## config.mk

```make
export PLATFORM = sky130hd
export DESIGN_NAME = pwm_ramp_ctrl
export DESIGN_NICKNAME = d
export VERILOG_FILES = /design/src/rtl/pwm_ctrl_pkg.sv /design/src/rtl/pwm_period_tick.sv /design/src/rtl/pwm_ramp_ctrl.sv
export SDC_FILE = /design/constraint.sdc
export NUM_CORES = 1
export LEC_CHECK = 0
export BUFFER_PORTS_ARGS = -buffer_cell sky130_fd_sc_hd__clkbuf_2
export CAP_MARGIN = 10
export CELL_PAD_IN_SITES_DETAIL_PLACEMENT = 0
export CELL_PAD_IN_SITES_GLOBAL_PLACEMENT = 1
export CORE_MARGIN = 5
export CORE_UTILIZATION = 39
export DETAILED_ROUTE_END_ITERATION = 8
export PLACE_DENSITY_LB_ADDON = 0.1
export SLEW_MARGIN = 20
export SYNTH_ARGS = -nofsm -noshare
export SYNTH_HDL_FRONTEND = slang
export SYNTH_SLANG_ARGS = --single-unit
```

## constraint.sdc

```tcl
create_clock -name clk -period 3.05 [get_ports clk]
set_clock_uncertainty 0.15 [all_clocks]
set_input_delay 0.61 -clock clk [delete_from_list [all_inputs] [get_ports clk]]
set_output_delay 0.61 -clock clk [all_outputs]
set_load 0.05 [all_outputs]
```

## src/rtl/pwm_ctrl_pkg.sv

```systemverilog
`default_nettype none
// +----------------------------------------------------------------------+
// | pwm_ctrl_pkg : shared widths, FSM state codes and duty step helper    |
// | Rev 1.0                                                               |
// +----------------------------------------------------------------------+
package pwm_ctrl_pkg;

  localparam int c_DUTY_W = 8;
  localparam int c_CNT_W  = 10;

  localparam logic [2:0] c_ST_IDLE  = 3'd0;
  localparam logic [2:0] c_ST_RAMP  = 3'd1;
  localparam logic [2:0] c_ST_BRAKE = 3'd2;
  localparam logic [2:0] c_ST_DEAD  = 3'd3;
  localparam logic [2:0] c_ST_ESTOP = 3'd4;

  // One saturating step from cur toward tgt; 9-bit math so cur+step cannot wrap.
  function automatic logic [c_DUTY_W-1:0] step_toward(
    input logic [c_DUTY_W-1:0] cur,
    input logic [c_DUTY_W-1:0] tgt,
    input logic [c_DUTY_W-1:0] step
  );
    logic [c_DUTY_W:0] w_sum;
    logic [c_DUTY_W:0] w_lim;
    w_sum = {1'b0, cur} + {1'b0, step};
    w_lim = {1'b0, tgt} + {1'b0, step};
    if (cur < tgt)
      step_toward = (w_sum >= {1'b0, tgt}) ? tgt : w_sum[c_DUTY_W-1:0];
    else if ({1'b0, cur} <= w_lim)
      step_toward = tgt;
    else
      step_toward = cur - step;
  endfunction

endpackage
`default_nettype wire

```

## src/rtl/pwm_period_tick.sv

```systemverilog
`default_nettype none
// +----------------------------------------------------------------------+
// | pwm_period_tick : PWM period-end detect and ramp-step prescaler       |
// | Rev 1.0                                                               |
// +----------------------------------------------------------------------+
module pwm_period_tick
  import pwm_ctrl_pkg::*;
#(
  parameter int RAMP_DIV   = 8,
  parameter int PERIOD_MAX = 1023
) (
  input  logic               clk,
  input  logic               arst,
  input  logic [c_CNT_W-1:0] i_pwm_counter,
  input  logic               i_clr,
  output logic               o_tick,
  output logic               o_step_en
);

  localparam int              c_PW       = (RAMP_DIV > 1) ? $clog2(RAMP_DIV) : 1;
  localparam logic [c_PW-1:0] c_PRE_LAST = c_PW'(RAMP_DIV - 1);

  logic [c_PW-1:0] r_presc;

  assign o_tick    = (i_pwm_counter == c_CNT_W'(PERIOD_MAX));
  assign o_step_en = o_tick & (r_presc == c_PRE_LAST);

  // Clear beats a coincident tick so a freshly entered ramp waits a full RAMP_DIV periods.
  always_ff @(posedge clk) begin
    if (!arst || i_clr)
      r_presc <= '0;
    else if (o_tick)
      r_presc <= (r_presc == c_PRE_LAST) ? '0 : r_presc + c_PW'(1);
  end

endmodule
`default_nettype wire

```

## src/rtl/pwm_ramp_ctrl.sv

```systemverilog
`default_nettype none
// +----------------------------------------------------------------------+
// | pwm_ramp_ctrl : slew-limited duty/direction sequencer with estop      |
// | Rev 1.0                                                               |
// +----------------------------------------------------------------------+
module pwm_ramp_ctrl
  import pwm_ctrl_pkg::*;
#(
  parameter int STEP         = 4,
  parameter int RAMP_DIV     = 8,
  parameter int DEAD_PERIODS = 16,
  parameter int PERIOD_MAX   = 1023
) (
  input  logic                clk,
  input  logic                arst,
  input  logic [c_CNT_W-1:0]  i_pwm_counter,
  input  logic                i_estop,
  input  logic                i_tgt_valid,
  input  logic [c_DUTY_W-1:0] i_tgt_duty,
  input  logic                i_tgt_dir,
  output logic                o_tgt_ready,
  output logic [c_DUTY_W-1:0] o_duty_cycle,
  output logic                o_dir,
  output logic                o_motor_en,
  output logic                o_at_target,
  output logic [2:0]          o_state
);

  localparam int                  c_DW        = (DEAD_PERIODS > 1) ? $clog2(DEAD_PERIODS) : 1;
  localparam logic [c_DUTY_W-1:0] c_STEP      = c_DUTY_W'(STEP);
  localparam logic [c_DW-1:0]     c_DEAD_LAST = c_DW'(DEAD_PERIODS - 1);

  logic [2:0]          r_state,  w_state_n;
  logic [c_DUTY_W-1:0] r_duty,   w_duty_n;
  logic                r_dir,    w_dir_n;
  logic                r_motor_en;
  logic [c_DUTY_W-1:0] r_tgt_d,  w_tgt_d_n;
  logic                r_tgt_r,  w_tgt_r_n;
  logic [c_DW-1:0]     r_dead,   w_dead_n;
  logic                w_acc, w_clr, w_tick, w_step_en, w_motor_en_n;

  pwm_period_tick #(
    .RAMP_DIV   (RAMP_DIV),
    .PERIOD_MAX (PERIOD_MAX)
  ) u_tick (
    .clk           (clk),
    .arst          (arst),
    .i_pwm_counter (i_pwm_counter),
    .i_clr         (w_clr),
    .o_tick        (w_tick),
    .o_step_en     (w_step_en)
  );

  assign o_tgt_ready  = ((r_state == c_ST_IDLE) || (r_state == c_ST_RAMP)) & ~i_estop & arst;
  assign w_acc        = i_tgt_valid & o_tgt_ready;
  assign o_duty_cycle = r_duty;
  assign o_dir        = r_dir;
  assign o_motor_en   = r_motor_en;
  assign o_at_target  = (r_state == c_ST_IDLE) && (r_duty == r_tgt_d);
  assign o_state      = r_state;

  always_comb begin
    w_state_n = r_state;
    w_duty_n  = r_duty;
    w_dir_n   = r_dir;
    w_tgt_d_n = r_tgt_d;
    w_tgt_r_n = r_tgt_r;
    w_dead_n  = r_dead;
    w_clr     = 1'b0;
    if (w_acc) begin
      w_tgt_d_n = i_tgt_duty;
      w_tgt_r_n = i_tgt_dir;
    end
    if (i_estop) begin
      w_state_n = c_ST_ESTOP;
      w_duty_n  = '0;
      w_tgt_d_n = '0;
    end else begin
      case (r_state)
        c_ST_IDLE: begin
          if (w_acc) begin
            if (i_tgt_dir != r_dir) begin
              if (r_duty != '0) begin
                w_state_n = c_ST_BRAKE;
                w_clr     = 1'b1;
              end else begin
                w_state_n = c_ST_DEAD;
                w_dead_n  = '0;
              end
            end else if (i_tgt_duty != r_duty) begin
              w_state_n = c_ST_RAMP;
              w_clr     = 1'b1;
            end
          end
        end
        c_ST_RAMP: begin
          if (w_acc && (i_tgt_dir != r_dir)) begin
            w_state_n = c_ST_BRAKE;
            w_clr     = 1'b1;
          end else begin
            // A step coinciding with an accept still aims at the old target.
            if (w_step_en)
              w_duty_n = step_toward(r_duty, r_tgt_d, c_STEP);
            if (!w_acc && (w_duty_n == r_tgt_d))
              w_state_n = c_ST_IDLE;
          end
        end
        c_ST_BRAKE: begin
          if (w_step_en)
            w_duty_n = step_toward(r_duty, '0, c_STEP);
          if (w_duty_n == '0) begin
            w_state_n = c_ST_DEAD;
            w_dead_n  = '0;
          end
        end
        c_ST_DEAD: begin
          w_duty_n = '0;
          if (w_tick) begin
            if (r_dead == c_DEAD_LAST) begin
              w_dir_n  = r_tgt_r;
              w_dead_n = '0;
              if (r_tgt_d != '0) begin
                w_state_n = c_ST_RAMP;
                w_clr     = 1'b1;
              end else begin
                w_state_n = c_ST_IDLE;
              end
            end else begin
              w_dead_n = r_dead + c_DW'(1);
            end
          end
        end
        c_ST_ESTOP: w_state_n = c_ST_IDLE;
        default:    w_state_n = c_ST_IDLE;
      endcase
    end
  end

  assign w_motor_en_n = ((w_state_n == c_ST_IDLE) || (w_state_n == c_ST_RAMP)) && (w_duty_n != '0);

  always_ff @(posedge clk) begin
    if (!arst) begin
      r_state    <= c_ST_IDLE;
      r_duty     <= '0;
      r_dir      <= 1'b0;
      r_motor_en <= 1'b0;
      r_tgt_d    <= '0;
      r_tgt_r    <= 1'b0;
      r_dead     <= '0;
    end else begin
      r_state    <= w_state_n;
      r_duty     <= w_duty_n;
      r_dir      <= w_dir_n;
      r_motor_en <= w_motor_en_n;
      r_tgt_d    <= w_tgt_d_n;
      r_tgt_r    <= w_tgt_r_n;
      r_dead     <= w_dead_n;
    end
  end

endmodule
`default_nettype wire

```

Yosys cells after proc, flatten, opt, wreduce, memory -nomap -nowiden
Index checks and enable logic that the tools add are counted.

word-level totals
  register bits after elaboration = 29
  output and inout bits = 15
  logic and storage cells = 106

cells by class
  add/sub/neg operators = 5
  magnitude comparators = 6
  equal/unequal tests = 16
  multiplexer cells = 46
  bitwise logic cells = 6
  reduce and logical (&&, ||, !) cells = 19

operator list
  operator                                                        count
  two-way mux 8 bit                                               15
  two-way mux 3 bit                                               10
  two-way mux 4 bit                                               6
  case mux 8 bit (3 select lines)                                 1
  nonzero test 8 bit                                              3
  adder 8 x 3 -> 9 bit, second input constant                     2
  == test 8 bit                                                   2
  case mux 3 bit (4 select lines)                                 1
  case mux 4 bit (3 select lines)                                 1
  two-way mux 1 bit                                               11
  == test 10 bit, second input constant                           1
  >= comparator 9 x 1 -> 1 bit, second input constant             1
  >= comparator 9 x 8 -> 1 bit                                    1
  less-or-equal comparator 8 x 9 -> 1 bit                         1
  less-or-equal comparator 8 x 3 -> 1 bit, second input constant  1
  zero test 8 bit                                                 1
  < comparator 8 x 1 -> 1 bit, second input constant              1
  < comparator 8 bit                                              1
  inequality test 8 bit                                           1
  subtractor 8 x 3 -> 8 bit, second input constant                1
  AND reduction 7 bit                                             1
  == test 3 x 1 -> 1 bit, second input constant                   2
  == test 3 x 2 -> 1 bit, second input constant                   2
  zero test 3 bit                                                 2
  16 further kinds                                                29

Longest topological paths before layout
  word-level depth = 18
  depth in mapped cells = 16
  depth with buffers taken out = 14

By module
From an unflattened synthesis, not the netlist that was laid out.

second synthesis, totals
  cells, all modules = 421
  area, all modules = 3098.0 um^2

modules (own cells, without submodules)
  module           times used  cells each  area an instance (um^2)
  pwm_ramp_ctrl    1           400         2897.8
  pwm_period_tick  1           21          200.2

Least setup slack after synthesis
OpenSTA, ideal clock, no wires.

  path type = reg-to-output
  start = reg r_duty[2] (netlist: o_duty_cycle[2])
  end = out o_at_target
  arrival time = 3.129 ns
  required time = 2.290 ns
  slack = -0.839 ns
  stages on the path, launching flop included = 7
  buffers on the path = 1
  cells stage by stage = dfxtp_1 -> buf_2 -> inv_1 -> ha_1 -> nor2b_1 -> nand3_1 -> nor4_1

between the ends
  longest elaborated chain between the ends = 2

ends and longest elaborated chain
  what                      RTL line              RTL
  start: declaration        pwm_ramp_ctrl.sv:34   logic [c_DUTY_W-1:0] r_duty, w_duty_n;
  start signal: assignment  pwm_ramp_ctrl.sv:152  r_duty <= w_duty_n;
  == test 8 bit             pwm_ramp_ctrl.sv:59   assign o_at_target = (r_state == c_ST_IDLE) && (r_duty == r_tgt_d);
  logical AND 1 bit         pwm_ramp_ctrl.sv:59
  end: declaration          pwm_ramp_ctrl.sv:25   output logic o_at_target,

No other way between the ends.

Worst setup path in the final report
  start = reg r_tgt_d[7]
  end = reg r_motor_en (netlist: o_motor_en)

between the ends
  longest elaborated chain between the ends = 17
  elaborated cells between the ends (all ways) = 29
  those cells by class = 1 x add/sub; 3 x order compare; 2 x eq/ne; 17 x mux; 6 x reduce/logical

ends and longest elaborated chain
  what                                                              RTL line              RTL
  start: declaration                                                pwm_ramp_ctrl.sv:37   logic [c_DUTY_W-1:0] r_tgt_d, w_tgt_d_n;
  start signal: assignment                                          pwm_ramp_ctrl.sv:155  r_tgt_d <= w_tgt_d_n;
  adder 8 x 3 -> 9 bit                                              pwm_ctrl_pkg.sv:26    w_lim = {1'b0, tgt} + {1'b0, step};
  less-or-equal comparator 8 x 9 -> 1 bit                           pwm_ctrl_pkg.sv:29    else if ({1'b0, cur} <= w_lim)
  two-way mux 8 bit                                                 pwm_ctrl_pkg.sv:29
  two-way mux 8 bit                                                 pwm_ctrl_pkg.sv:27    if (cur < tgt)
  two-way mux 8 bit                                                 pwm_ramp_ctrl.sv:102  if (w_step_en)
  two-way mux 8 bit                                                 pwm_ramp_ctrl.sv:97   if (w_acc && (i_tgt_dir != r_dir)) begin
  two-way mux 8 bit                                                 pwm_ramp_ctrl.sv:79   case (r_state)
  two-way mux 8 bit                                                 pwm_ramp_ctrl.sv:74   if (i_estop) begin
  == test 8 bit                                                     pwm_ramp_ctrl.sv:104  if (!w_acc && (w_duty_n == r_tgt_d))
  logical AND 1 bit                                                 pwm_ramp_ctrl.sv:104
  two-way mux 3 bit                                                 pwm_ramp_ctrl.sv:104
  two-way mux 3 bit                                                 pwm_ramp_ctrl.sv:97
  case mux 3 bit (4 select lines)                                   pwm_ramp_ctrl.sv:79
  two-way mux 3 bit                                                 pwm_ramp_ctrl.sv:74
  == test 3 x 1 -> 1 bit / zero test 3 bit (equally long branches)  pwm_ramp_ctrl.sv:139  assign w_motor_en_n = ((w_state_n == c_ST_IDLE) || (w_state_n == c_ST_RAMP)) && (w_duty_n != '0);
  logical OR 1 bit                                                  pwm_ramp_ctrl.sv:139
  logical AND 1 bit (*)                                             pwm_ramp_ctrl.sv:139
  end signal: assignment                                            pwm_ramp_ctrl.sv:154  r_motor_en <= w_motor_en_n;
  end: declaration                                                  pwm_ramp_ctrl.sv:36   logic r_motor_en;

Mark *: on every way between the ends. The rest lies on a longest branch, timed or not. The select of a mux whose other input is x is not followed.
A chain may end at the register's enable or synchronous reset.

==> impl_metrics.ini <==
[timing]
max_freq_mhz = 316.4
rsz0062_at_grt = true
holdWs_ns = 0.3292
finalHoldViolCount = 0
max_slew_margin_pct = 62.55
fin_crit_sh_pct = 103.6
worstMarginPinSlew_ns = 0.5566
slew_viol_final = 0
worst_slack_ns = -0.1111
setup_viol = 3
min_period_ns = 3.161

[clock_tree]
cts_tree = done
cts_buffers = 5
insertion_delay_ns = 0.29
cts.path.max_buffers = 2
cts_sinks = 29
clkTransAtPathRegs_ns = 0.07
cts_root_buffer = clkbuf_8
h-tree-depth = 2

[global_route]
grt_usage_pct = 23.23
gr-total-overflow = 0
grt_max_degree = 14
grt_pass1_vias = 3473
grt_pass1_wl_um = 18140
grt_antenna_before_repair = 0

[logic_synthesis]
muxShareOfSynthArea_pct = 3.901
syn_inst = 409
synth_top_family_by_area = simple AND/OR/NAND/NOR gates
ys.flop_type = dfxtp_1
synth-async-reset-ratio_pct = 0
avgSynthCellArea_um2 = 7.529
synth_edf_count = 0
yosys.area_share.simple_pct = 30.80
syn_nets = 461
ys_seq_elements = 29
synth_cell_type_count = 70
synth_commonest_cells = nor2_1 (46), dfxtp_1 (29), ha_1 (29)
synth_warnings = 0
synthXorXnorAreaFrac_pct = 6.542
synth.top_cells.by_area = dfxtp_1 (19%), ha_1 (12%), nor2_1 (5.6%)
netlist.area_leader.share_pct = 18.85
synth_area_um2 = 3079
yosysMostFrequentCell = nor2_1
yosys.area_share.adder_pct = 11.78
synth-compound-area-share_pct = 22.31
yosysTopAreaCell = dfxtp_1
ys_seq_area_share_pct = 18.85

[worst_setup_path]
slowest_stage = dfxtp_1
cpPeakStageDelay_ns = 0.40
criticalPathCategory = flop to flop
path_cells = inv_1 > ha_1 > a21oi_1 > o21ai_1 > buf_4 > or2_4 > buf_4 > nor4_2 > a2111oi_4 > a32o_2 > nand4bb_1 > o211a_1
cp-end-kind = flop
r2r_slack_ns = -0.11
crit_required_ns = 3.09
worst-endpoint-arrival_ns = 3.20
start_kind = flop
worstReg2RegEnd = o_motor_en
cp_common_cell = buf_4
crit_fanout = 7
critical_path.startpoint = r_tgt_d[7]
r2r_cells = 12
r2r_start = r_tgt_d[7]

[die]
die_x_um = 98.86
core-area_um2 = 7727
ios = 38
start_util_pct = 39.85
die_h_um = 98.86
die_area_um2 = 9772
rows = 32

[hold_path]
min_to = r_dead[1]
hold_path_class = flop to flop
hold_depth = 2
hold_path_startpoint = r_dead[1]

[place]
routabilityCongestion = 0.9736
dp.cells = 621
dpl.hpwl_um = 8973
io_buffers = 37

[pwr]
p_total_uw = 873.3
p_per_area_nw_per_um2 = 192.2
power_leakage_nw = 1.997
peakVddDrop_uv = 147.7

[routing]
drtIter0Drc = 194
dr.pass1.iters = 5
wl_um = 11390
drc = 0
vias = 3556
wire_per_inst_um = 17.88
ant_nets = 0
vias_per_cell = 5.582

[run_status]
outcome = finished with violations
failed_checks = negative setup slack

[final_layout]
drive_gt1_share_pct = 41.50
area_growth_syn_to_layout_pct = 47.54
seq_area_um2 = 606.8
layout.nets = 586
stdcell_count = 637
n_fill_cell = 716
multi_input_area_um2 = 2681
antennaDiodeCount = 0

[run]
maxCapViolCount = 0
layer usage:
metal	track usage [%]	vias to the layer above	share of wire, %
met4	5.567	0	1.4
met2	37.29	112	45
met3	3.043	15	5.2
met1	32.85	1673	48
li1	-	1756	-
met5	0	-	0
placed cells by master (no fill, tap or decap), drive strengths merged, types with 12 or more instances in the layout:
master / netlist / final
nor3: 15 / 15
nand3: 22 / 22
xor2: 13 / 13
buf: 8 / 103
ha: 29 / 29
nor2: 46 / 46
clkbuf: 14 / 43
dfxtp: 29 / 29
inv: 18 / 18
o21ai: 21 / 21
a21oi: 22 / 22
nand2: 25 / 25
mux2i: 12 / 12
power breakdown:
| group | internal [mW] | switching, mW | total, mW | leakage (nW) |
|---|---|---|---|---|
| clock | 0.158 | 0.165 | 0.323 | 0.0450 |
| combinational | 0.0750 | 0.0967 | 0.172 | 1.71 |
| sequential | 0.377 | 0.00192 | 0.379 | 0.241 |
| total | 0.610 | 0.263 | 0.873 | 2.00 |
worst max path at each step:
stage	end	slack, ns	cells after the start
after floorplan	o_motor_en	-0.02	14
after global placement	r_dead[2]	-0.19	10
after detailed placement	o_state[0]	-0.23	13
after CTS	o_state[0]	-0.009	14
after global routing	o_state[0]	-0.21	14
final	o_motor_en	-0.11	12
sequential cells by signal (all words and copies together), names as in the netlist:
name,count
o_motor_en,1
r_tgt_r,1
o_dir,1
o_state,3
u_tick.r_presc,3
r_tgt_d,8
o_duty_cycle,8
r_dead,4
worst max-delay path: cells and delay by family (launching register included):
family	cells	cell delay, ns
buf+inv	3	0.45
flops	1	0.40
fa+ha+maj	1	0.32
simple gates	3	0.86
compound gates	5	0.88
cell type report:
type,instances,area share (%)
Sequential cell,29,13.36
Timing Repair Buffer,140,21.51
Inverter,18,1.487
Multi-Input combinational cell,340,59.02
Tap cell,102,2.809
Clock inverter,2,0.2203
Clock buffer,6,1.597
repair_timing:
| item | in CTS | in global routing |
|---|---|---|
| buffers inserted | 7 | 3 |
| endpoints found under the hold margin | 0 | 0 |
| pin swaps | 33 | 9 |
| setup endpoints to repair | 8 | 10 |
| hold buffers | 0 | 0 |
| gates resized for setup | 49 | 11 |
cell families (layout without fill, tap and decap cells):
kind of cell / count (synthesis) / after routing
AND/OR/NAND/NOR: 178 / 178
AO/OA/AOI/OAI: 98 / 98
buffers and inverters: 40 / 166
adder cells (fa/ha/maj): 29 / 29
flip-flops: 29 / 29
XOR/XNOR: 23 / 23
multiplexers: 12 / 12
metrics by stage:
stage | setup TNS, ns | setup slack, ns | cell area, um^2 | utilization [%]
after CTS | -0.009809 | -0.008790 | 4486 | 58.05
after global placement | -0.8463 | -0.1865 | 4095 | 53.00
after global routing | -1.042 | -0.2124 | 4543 | 58.79
after floorplan | -0.02415 | -0.02415 | 3218 | -
after detailed placement | -0.9078 | -0.2303 | 4095 | 53.00
final | -0.2157 | -0.1111 | 4543 | 58.79
(Power assumes the default switching activity.)
